`src/rtl/data_sram_bridge.sv`:
```
// Data-side adapter: MEM-stage single-cycle request -> SRAM-like split handshake, one access
// in flight. Define DBRIDGE_POSTED_WRITE_EN to release the stall on stores at addr_ok.
module data_sram_bridge (
    input  logic        clk,
    input  logic        rst,
    input  logic        mem_read,
    input  logic        mem_write,
    input  logic [31:0] mem_addr,
    input  logic [31:0] mem_wdata,
    input  logic [3:0]  mem_byteenable,
    input  logic        flush,
    input  logic        pipe_stall,
    output logic [31:0] mem_rdata,
    output logic        stall_req,
    output logic        data_req,
    output logic        data_wr,
    output logic [1:0]  data_size,
    output logic [31:0] data_addr,
    output logic [31:0] data_wdata,
    output logic [3:0]  data_wstrb,
    input  logic        data_addr_ok,
    input  logic [31:0] data_rdata,
    input  logic        data_data_ok
);

`ifdef DBRIDGE_POSTED_WRITE_EN
    localparam logic PostedEn = 1'b1;
`else
    localparam logic PostedEn = 1'b0;
`endif

    typedef enum logic [2:0] {StIdle, StReq, StWait, StDone, StCancel} state_e;

    state_e      state_q, state_d;
    logic        wr_pending_q, wr_pending_d;
    logic        data_wr_q, data_wr_d;
    logic [1:0]  data_size_q, data_size_d;
    logic [31:0] data_addr_q, data_addr_d;
    logic [31:0] data_wdata_q, data_wdata_d;
    logic [3:0]  data_wstrb_q, data_wstrb_d;
    logic [31:0] mem_rdata_q, mem_rdata_d;

    logic        req_new;
    logic        can_issue;
    logic        posted;
    logic [1:0]  be_size;
    logic [1:0]  be_off;
    logic        unused_addr_lsb;

    assign req_new         = (mem_read | mem_write) & ~flush;
    assign posted          = PostedEn & data_wr_q;
    // A data_ok seen this cycle retires the posted write, so the next request may latch now.
    assign can_issue       = ~wr_pending_q | data_data_ok;
    assign unused_addr_lsb = ^mem_addr[1:0];

    always_comb begin
        be_size = 2'd2;
        be_off  = 2'd0;
        case (mem_byteenable)
            4'b0001: begin be_size = 2'd0; be_off = 2'd0; end
            4'b0010: begin be_size = 2'd0; be_off = 2'd1; end
            4'b0100: begin be_size = 2'd0; be_off = 2'd2; end
            4'b1000: begin be_size = 2'd0; be_off = 2'd3; end
            4'b0011: begin be_size = 2'd1; be_off = 2'd0; end
            4'b1100: begin be_size = 2'd1; be_off = 2'd2; end
            4'b1110: begin be_size = 2'd2; be_off = 2'd1; end
            default: ;
        endcase
    end

    always_comb begin
        state_d      = state_q;
        wr_pending_d = wr_pending_q;
        data_wr_d    = data_wr_q;
        data_size_d  = data_size_q;
        data_addr_d  = data_addr_q;
        data_wdata_d = data_wdata_q;
        data_wstrb_d = data_wstrb_q;
        mem_rdata_d  = mem_rdata_q;

        if (wr_pending_q && data_data_ok) begin
            wr_pending_d = 1'b0;
        end

        case (state_q)
            StIdle: begin
                if (req_new && can_issue) begin
                    state_d      = StReq;
                    data_wr_d    = mem_write;
                    data_size_d  = be_size;
                    data_addr_d  = {mem_addr[31:2], be_off};
                    data_wdata_d = mem_wdata;
                    data_wstrb_d = mem_write ? mem_byteenable : 4'b0000;
                end
            end
            StReq: begin
                // Once accepted, the access must be drained even if the instruction is flushed.
                if (data_addr_ok) begin
                    if (posted) begin
                        wr_pending_d = 1'b1;
                        state_d      = flush ? StIdle : StDone;
                    end else begin
                        state_d = flush ? StCancel : StWait;
                    end
                end else if (flush) begin
                    state_d = StIdle;
                end
            end
            StWait: begin
                if (data_data_ok) begin
                    if (flush) begin
                        state_d = StIdle;
                    end else begin
                        state_d     = StDone;
                        mem_rdata_d = data_rdata;
                    end
                end else if (flush) begin
                    state_d = StCancel;
                end
            end
            StDone: begin
                if (!pipe_stall || flush) begin
                    state_d = StIdle;
                end
            end
            StCancel: begin
                if (data_data_ok) begin
                    state_d = StIdle;
                end
            end
            default: state_d = StIdle;
        endcase
    end

    always_ff @(posedge clk) begin
        if (rst) begin
            state_q      <= StIdle;
            wr_pending_q <= 1'b0;
            data_wr_q    <= 1'b0;
            data_size_q  <= 2'd0;
            data_addr_q  <= 32'd0;
            data_wdata_q <= 32'd0;
            data_wstrb_q <= 4'd0;
            mem_rdata_q  <= 32'd0;
        end else begin
            state_q      <= state_d;
            wr_pending_q <= wr_pending_d;
            data_wr_q    <= data_wr_d;
            data_size_q  <= data_size_d;
            data_addr_q  <= data_addr_d;
            data_wdata_q <= data_wdata_d;
            data_wstrb_q <= data_wstrb_d;
            mem_rdata_q  <= mem_rdata_d;
        end
    end

    assign data_req   = (state_q == StReq);
    assign stall_req  = ((state_q == StIdle) & req_new) | (state_q == StReq) |
                        (state_q == StWait) | ((state_q == StCancel) & req_new);
    assign data_wr    = data_wr_q;
    assign data_size  = data_size_q;
    assign data_addr  = data_addr_q;
    assign data_wdata = data_wdata_q;
    assign data_wstrb = data_wstrb_q;
    assign mem_rdata  = mem_rdata_q;

endmodule
```
`config.mk`:
```
export PLATFORM = sky130hd
export DESIGN_NAME = data_sram_bridge
export DESIGN_NICKNAME = d
export VERILOG_FILES = /design/src/rtl/data_sram_bridge.sv
export SDC_FILE = /design/constraint.sdc
export NUM_CORES = 1
export LEC_CHECK = 0
export ABC_AREA = 1
export BUFFER_PORTS_ARGS = -buffer_cell sky130_fd_sc_hd__buf_2
export CORE_ASPECT_RATIO = 1.75
export CORE_MARGIN = 2
export CORE_UTILIZATION = 44
export CTS_CLUSTER_SIZE = 30
export DETAILED_ROUTE_END_ITERATION = 7
export PLACE_DENSITY = 0.81
export SLEW_MARGIN = 20
export SYNTH_ARGS = -nofsm -noshare
export SYNTH_HDL_FRONTEND = slang
export SYNTH_SLANG_ARGS = --single-unit
export TNS_END_PERCENT = 5
```
`constraint.sdc`:
```
create_clock -name clk -period 1.7 [get_ports clk]
set_clock_uncertainty 0.2 [all_clocks]
set_input_delay 0.34 -clock clk [delete_from_list [all_inputs] [get_ports clk]]
set_output_delay 0.34 -clock clk [all_outputs]
set_load 0.01 [all_outputs]
```
==> out/summary.md, run 1 <==
Based on the critical path, the design can be clocked at up to 0.5873 GHz. 0 antenna diodes ended up in the layout. In the final routing, the length of wire on met1 measures 4037 um.

For this block, the initial DRC count from the detailed router was 161. Clock-pin slew was measured on the worst setup and hold paths at 80 ps. The later pin in the worst-skew pair is clocked with a latency of 340 ps.

The logs give 0 for the final max-slew violation count and 22 for the distinct cell type count after synthesis. The length of routed met2 wiring was 5760 um; the area fraction of the dominant cell type after synthesis was 54.48%. The setup slack after layout is -2.691 ps, and the wire length of the first global-routing pass is 16720 um. Row generation in the floorplan step produced 45 rows. The main flop type after synthesis is sky130_fd_sc_hd__dfxtp_1. When the netlist entered floorplanning its net count stood at 612.

Setup repair after global routing could not meet its margin everywhere. In this run, synthesis produced a sequential element count of 106. The clock share of power was 28.5%; the number of global-route vias before repair was 3849. The total overflow left after global routing is 0. Switching power total: 2.431 mW. The switching part of the total power is 32.83%, and the number of nets with antenna violations after detailed routing is 0.

The starting utilization of the core area is 45.21%. Yosys instantiated no cell more often than sky130_fd_sc_hd__nor2_1. The tools report the category of the worst setup path launch point as a flip-flop.

Max-cap violations in this run came to 0. The filler cells instantiated in the layout total 749. Pin placement for this block handled 213 I/O pins. The met3 wire length came out at 748 um.

The routed design could run at a clock period as short as 1703 ps. The maximum fanout along the worst path is 5. Dividing total power by cell area gives a power density of 1355 mW/mm^2.

The clock passes through at most 2 buffers. After synthesis, the cell types taking the most area are sky130_fd_sc_hd__dfxtp_1, sky130_fd_sc_hd__nor2_1, sky130_fd_sc_hd__o21ai_0. IR analysis of the VDD net gives a maximum drop of 0.0009353 V. The transition at the pin with the smallest max-transition slack was 328.6 ps; the synthesized area divided by synthesized cell count was 7.728 um^2. The H-tree was split into 3 levels. For this run, the number of Yosys warnings is 0. Total die area: 0.009650 mm^2. For the worst path required time, the log shows 1160 ps.

The largest total area in the synthesized netlist belongs to sky130_fd_sc_hd__dfxtp_1. The share of synthesized flip-flops with an asynchronous set or reset was 0%; the core footprint was 0.008615 mm^2. Total setup violations reported at the end of the flow: 1. Counting instances, the worst hold path has a depth of 3. The global placement routability congestion is 0.8540, and the leakage power total is 2.891 nW.

The checks that failed: negative setup slack. For the post-synth design cell area, the log shows 0.003895 mm^2. After layout, the worst path uses 100.2% of the clock period. Clock tree synthesis selected as its root buffer the cell sky130_fd_sc_hd__clkbuf_16. The layout overhead on the synthesized area was 40.28%. After detailed routing, the number of vias per cell comes to 4.891. Total DRC errors in the routed layout: 0. The run gives 54.48% as the share of synthesized area occupied by flip-flops and latches.

The number of cells on the worst reg-to-reg path works out to 10. The wire-length estimate of the detail-placed layout is 8015 um. Of the total power, combinational logic draws 29.0%. The run gives 22.31% as the overall global routing resource usage. The worst hold slack was 9.536 ps; the area used by sequential logic in the layout was 0.002131 mm^2. The total area of multi-input combinational cells came out at 0.001560 mm^2.

The run gives 61 as the pin count of the biggest net entering global routing. For the net count of the finished layout, the log shows 821. In this run the top signal layer used is met4. The tools report the number of hold violations in the final report as 0. In this run the tightest slew margin relative to its limit is 78.09%.

The mean routed wirelength per cell was 13.13 um. Summing internal, switching and leakage power gives 7.404 mW. The total number of clock tree sinks is 106. By count the netlist is led by sky130_fd_sc_hd__nor2_1, sky130_fd_sc_hd__dfxtp_1, sky130_fd_sc_hd__o21ai_0.

The worst endpoint data arrival time was 1160 ps; the routed wire length was 10960 um. Registers are responsible for 42.5% of the overall power. The first TritonRoute pass finished after 4 iterations. Counting the buffers created by CTS gives 9. The kind of end point of the critical path was an output port.

After technology mapping, the gate count stands at 504. The cell-internal power is 4.974 mW. In the final layout, the share of cells above drive strength 1 is 37.19%. Once placement completed, the tool counted placed cells totaling 814. The overall via count from detail_route is 4084, and the number of I/O port buffers is 210. Class of the most critical setup path: reg -> out. The synthesized design contains 0 enable-type register cells. The flow ran to the end, but the final reports show violations. The vertical die dimension was 128.5 um.

The type of the tightest min-delay check was in -> reg. The count of cells in the finished layout, fillers not included, comes to 835. The initial antenna violation count is 0.

TritonCTS built the clock tree. The floorplan step set the die width to 75.12 um.
cells by family after synthesis:
| family | count (synthesis) | synth area share [%] |
|---|---|---|
| and+or+nand+nor | 237 | 24.29 |
| AOI/OAI and AO/OA | 113 | 14.74 |
| DFF | 106 | 54.48 |
| buffers and inverters | 47 | 6.264 |
| xor gates and xnor gates | 1 | 0.2249 |
worst paths after layout:
path | slack, ps | to | startpoint
setup / recovery | -3 | stall_req | state_q[1]
setup reg to reg | 30 | data_addr[2] | state_q[1]
hold reg to reg | 270 | data_wstrb[0] | data_wstrb[0]
hold / removal | 10 | data_addr[26] | mem_addr[26]
worst max-delay path, stage by stage, from the launching register on:
cell                       delay (ps)
sky130_fd_sc_hd__dfxtp_4          370
sky130_fd_sc_hd__inv_2             70
sky130_fd_sc_hd__nand2_2           50
sky130_fd_sc_hd__o211ai_1         160
sky130_fd_sc_hd__buf_2            170
cell type report:
class	count	share of cell area [%]
flip-flops and latches	106	39.00
multi-input cells	351	28.56
repair buffers	230	23.13
clock buffers	9	4.122
well taps	117	2.679
clock inverters	7	1.488
inverters	15	1.030
power by group through the flow:
stage | clock, mW | sequential, mW | combinational, mW
detailed placement | 0 | 3.19 | 2.05
finish | 2.11 | 3.15 | 2.15
global route | 2.26 | 3.19 | 2.40
floorplan | 0 | 3.38 | 1.03
global placement | 0 | 3.16 | 1.98
CTS | 2.16 | 3.15 | 2.13
repair_timing:
action                                 in CTS  in global routing
setup endpoints to repair                   2                 72
hold buffers                                2                  0
gates resized for setup                    12                 10
buffers inserted                            3                  0
endpoints found under the hold margin       2                  0
pin swaps                                   2                  2
placed cells by master (no fill, tap or decap):
| master | netlist | final |
|---|---|---|
| sky130_fd_sc_hd__a21oi_1 | 10 | 8 |
| sky130_fd_sc_hd__a21oi_2 | 0 | 2 |
| sky130_fd_sc_hd__a31oi_1 | 1 | 1 |
| sky130_fd_sc_hd__buf_12 | 0 | 4 |
| sky130_fd_sc_hd__buf_2 | 9 | 210 |
| sky130_fd_sc_hd__buf_4 | 5 | 12 |
| sky130_fd_sc_hd__buf_6 | 5 | 2 |
| sky130_fd_sc_hd__bufinv_16 | 0 | 1 |
| sky130_fd_sc_hd__clkbuf_16 | 0 | 9 |
| sky130_fd_sc_hd__clkinv_4 | 0 | 1 |
| sky130_fd_sc_hd__clkinvlp_4 | 0 | 1 |
| sky130_fd_sc_hd__dfxtp_1 | 106 | 103 |
| sky130_fd_sc_hd__dfxtp_2 | 0 | 1 |
| sky130_fd_sc_hd__dfxtp_4 | 0 | 2 |
| sky130_fd_sc_hd__dlygate4sd3_1 | 0 | 2 |
| sky130_fd_sc_hd__inv_1 | 12 | 9 |
| sky130_fd_sc_hd__inv_2 | 3 | 6 |
| sky130_fd_sc_hd__inv_6 | 0 | 4 |
| sky130_fd_sc_hd__nand2_1 | 19 | 18 |
| sky130_fd_sc_hd__nand2_2 | 1 | 2 |
| sky130_fd_sc_hd__nand3_1 | 10 | 9 |
| sky130_fd_sc_hd__nand3_2 | 0 | 1 |
| sky130_fd_sc_hd__nand4_1 | 4 | 4 |
| sky130_fd_sc_hd__nor2_1 | 197 | 194 |
| sky130_fd_sc_hd__nor2_2 | 0 | 2 |
| sky130_fd_sc_hd__nor2_4 | 3 | 4 |
| sky130_fd_sc_hd__nor3b_1 | 1 | 1 |
| sky130_fd_sc_hd__o211a_1 | 1 | 1 |
| sky130_fd_sc_hd__o211ai_1 | 1 | 1 |
| sky130_fd_sc_hd__o21ai_0 | 99 | 95 |
| sky130_fd_sc_hd__o21ai_1 | 1 | 4 |
| sky130_fd_sc_hd__o21ai_2 | 0 | 1 |
| sky130_fd_sc_hd__or2_2 | 2 | 2 |
| sky130_fd_sc_hd__xor2_1 | 1 | 1 |
registers in the layout, indices dropped and copies added, names as in the netlist:
register and flops:
data_wr 1, data_size 2, mem_rdata 32, data_addr 32, data_wdata 32, state_q 3, data_wstrb 4
per-stage QoR:
stage / setup WS (ps) / instance area (um^2) / setup TNS (ps) / util, %
6_report: -2.691 / 5464 / -2.691 / 63.43
3_3_place_gp: 10.17 / 5067 / 0 / 58.82
3_5_place_dp: 12.90 / 5067 / 0 / 58.82
5_1_grt: -80.01 / 5464 / -3278 / 63.43
2_1_floorplan: 236.9 / 3895 / 0 / -
4_1_cts: 0.3956 / 5444 / 0 / 63.20
per-layer routing:
metal	up-vias	GRT usage, %
met5	-	0
met2	172	40.40
met3	36	5.482
met1	1840	22.45
li1	2036	-
met4	0	11.97
Power figures use the tool's default switching activity.
==> run 2, diff against run 1 <==
--- a/config.mk
+++ b/config.mk
@@ -9,10 +9,10 @@
 export BUFFER_PORTS_ARGS = -buffer_cell sky130_fd_sc_hd__buf_2
 export CORE_ASPECT_RATIO = 1.75
 export CORE_MARGIN = 2
-export CORE_UTILIZATION = 44
+export CORE_UTILIZATION = 30
 export CTS_CLUSTER_SIZE = 30
 export DETAILED_ROUTE_END_ITERATION = 7
-export PLACE_DENSITY = 0.81
+export PLACE_DENSITY = 0.6
 export SLEW_MARGIN = 20
 export SYNTH_ARGS = -nofsm -noshare
 export SYNTH_HDL_FRONTEND = slang
==> out/summary.md, run 2 (synthesized netlist as in run 1, its figures left out) <==
The flow ran to the end, but the final reports show violations. The checks that failed: negative setup slack. The pin count of the biggest net entering global routing came out at 68 (+11%). The vertical die dimension is 154.7 um (+20%).

For the maximum resistive drop on vdd, the log shows 0.0005442 V (-42%). In this run the worst setup path begins at state_q[1]. For the starting utilization of the core area, the log shows 30.43% (-15 points). The number of global-route vias before repair is 3966 (+3.0%).

The tools report the max-cap violation count as 0 (unchanged). The tightest min-delay check is of the in -> reg type. The power density over the cells is 1319 mW/mm^2 (-2.7%), and the peak clock frequency supported by timing is 0.5831 GHz (-0.71%). The top cell types in the final layout, fill and taps aside, are sky130_fd_sc_hd__buf_2, sky130_fd_sc_hd__nor2_1, sky130_fd_sc_hd__dfxtp_1. For the total half-perimeter wirelength after legalization and detailed placement, the log shows 7934 um (-1.0%). For the total number of clock tree sinks, the log shows 106 (unchanged). The run gives 9 (unchanged) as the number of CTS-inserted buffers. The tools report the clock root buffer master as sky130_fd_sc_hd__clkbuf_16. The global placement routability congestion is 0.8685 (+1.7%), and the minimum setup slack among reg-to-reg paths is 80 ps (+50 ps).

TritonCTS built the clock tree. The number of vias per cell after detailed routing is 4.558 (-6.8%). The number of hold violations in the final report came out at 0 (unchanged). The number of nets with antenna violations after detailed routing is 0 (unchanged).

Fraction of the cycle the final worst path needs: 100.9% (+0.72 points). The number of I/O port buffers was 210 (unchanged). The tools report the start of the worst register-to-register path as state_q[2]. The tools report the initial antenna violation count as 0 (unchanged).

The area growth from synthesis to layout is 40.93%. The run gives 7.238 mW (-2.2%) as the overall power after layout. The run gives 330 ps (about the same) as the insertion delay of the later-clocked pin in the worst-skew pair. The worst endpoint data arrival time is 1170 ps (about the same). The logs give 4 (unchanged) for the count of TritonRoute iterations in the first routing pass and 2.859 nW (-1.1%) for the leakage power total. The critical path in this run is classified as reg -> out. The number of DRC violations after detailed-routing iteration 0 is 106 (-34%), and the mean routed wirelength per cell is 12.51 um (-4.8%). Walking the worst path, the cells encountered are inv_4 -> nand2_4 -> o211ai_1 -> buf_2. The total die area came out at 0.01395 mm^2 (+45%).

The category of the worst setup path launch point is a flip-flop. Setup repair after global routing could not meet its margin everywhere. For this design, the slowest cell found on the critical path is sky130_fd_sc_hd__dfxtp_4. The area of all placed cells without fillers is 0.005489 mm^2 (+0.46%), and the worst-case clock buffer depth is 2 (unchanged). The kind of end point of the critical path was an output port.

The delay of the slowest cell on the worst path works out to 380 ps (about the same). The placed cell area was 0.005132 mm^2 (+1.3%); the clock slew seen by the registers of the worst setup and hold paths was 70 ps (about the same). The floorplan die width was 90.14 um (+20%); the overall via count from detail_route was 4029 (-1.3%). For the wire length of the first global-routing pass, the log shows 18390 um (+10%). The number of antenna repair diodes was 0 (unchanged). The library cell used most frequently in the layout, excluding fill and tap cells, is sky130_fd_sc_hd__buf_2. Transition at the pin with the smallest max-transition slack: 354.1 ps (+25.45 ps). In this run the most critical hold path is launched from mem_wdata[4]. For the number of buffers inserted for hold repair after clock tree synthesis, the log shows 0 (-2). The run gives 1 (unchanged) as the total setup violations reported at the end of the flow. The count of pins on the block boundary was 213 (unchanged). The final max-slew violation count was 0 (unchanged); the share of layout cells above drive strength 1 was 37.03% (-0.16 points).

The worst path required time was 1160 ps (about the same). The time the final worst path needs with I/O delays and setup is 1715 ps (+12.17 ps). The logs give 0.01280 mm^2 (+49%) for the core footprint and 0 (unchanged) for the total grt overflow. The net count of the finished layout was 816 (-0.61%).

The post-placement worst setup slack was -27.84 ps (-40.74 ps); the total DRC errors in the routed layout was 0 (unchanged). The number of core rows is 55 (+22%). Maximum fanout along the worst path: 5 (unchanged). The run gives -14.86 ps (-12.17 ps) as the setup slack after layout. For the overall global routing resource usage, the log shows 15.80% (-6.5 points).

The run gives 11060 um (+0.84%) as the routed wire length. The worst slew margin relative to its limit came out at 76.24% (-1.9 points). The run gives 3 (unchanged) as the level count of the clock H-tree.
run 2: cell count changes in the layout (fill, tap and decap cells not counted), moves of 2 or more:
cell / delta
sky130_fd_sc_hd__buf_6: -2
sky130_fd_sc_hd__inv_2: -2
sky130_fd_sc_hd__dlygate4sd3_1: -2
sky130_fd_sc_hd__inv_4: +2
sky130_fd_sc_hd__a21oi_2: +2
sky130_fd_sc_hd__buf_4: -2
sky130_fd_sc_hd__o21ai_1: +2
sky130_fd_sc_hd__inv_6: -2
sky130_fd_sc_hd__a21oi_1: -2
run 2: path summary, 6_finish.rpt:
path	endpoint	depth (start not counted)
setup / recovery	stall_req	4
hold / removal	data_wdata[4]	3
setup reg to reg	data_addr[1]	7
hold reg to reg	data_wr	2
run 2: timing repair:
| action | CTS | global route |
|---|---|---|
| pin swaps | 1 | 0 |
| gates resized for setup | 13 | 13 |
| setup endpoints to repair | 2 | 35 |
| buffers inserted | 2 | 0 |
run 2: routing by layer:
metal  vias to the layer above  wire length (um)  GRT usage, %
li1                       2028                 -             -
met1                      1815              4352         17.22
met2                       162              5648         28.14
met3                        24               714         4.043
met4                         0               341         7.985
met5                         -                 0             0
run 2: power by group:
group / total [mW] / internal (mW) / switching, mW
Clock: 1.96 / 1.04 / 0.919
Sequential: 3.15 / 2.93 / 0.218
Combinational: 2.13 / 0.852 / 1.27
Total: 7.24 / 4.83 / 2.41
run 2: worst max-delay path: cells and delay by family (launching register included):
family                 cells  cell delay (ps)
flip-flops                 1              380
buffers and inverters      2              240
AND/OR/NAND/NOR            1               50
AO/OA/AOI/OAI              1              150
run 2: area by class of cell:
cell class                      instances  area (um^2)
Clock buffer                           11        242.7
Clock inverter                          5        37.54
Fill cell                            1344         7311
Inverter                               15        61.31
Multi-Input combinational cell        351         1577
Sequential cell                       106         2131
Tap cell                              171        214.0
Timing Repair Buffer                  225         1226
run 2: per-stage QoR:
step | cells | setup TNS (ps) | util [%] | hold WS [ps]
global route | 884 | -489.8 | 42.88 | 18.03
finish | 884 | -14.86 | 42.88 | 20.80
floorplan | 504 | 0 | - | 274.9
detailed placement | 866 | -27.84 | 40.10 | 251.8
CTS | 884 | -2.196 | 42.65 | 7.472
global placement | 866 | 0 | 40.10 | 249.7
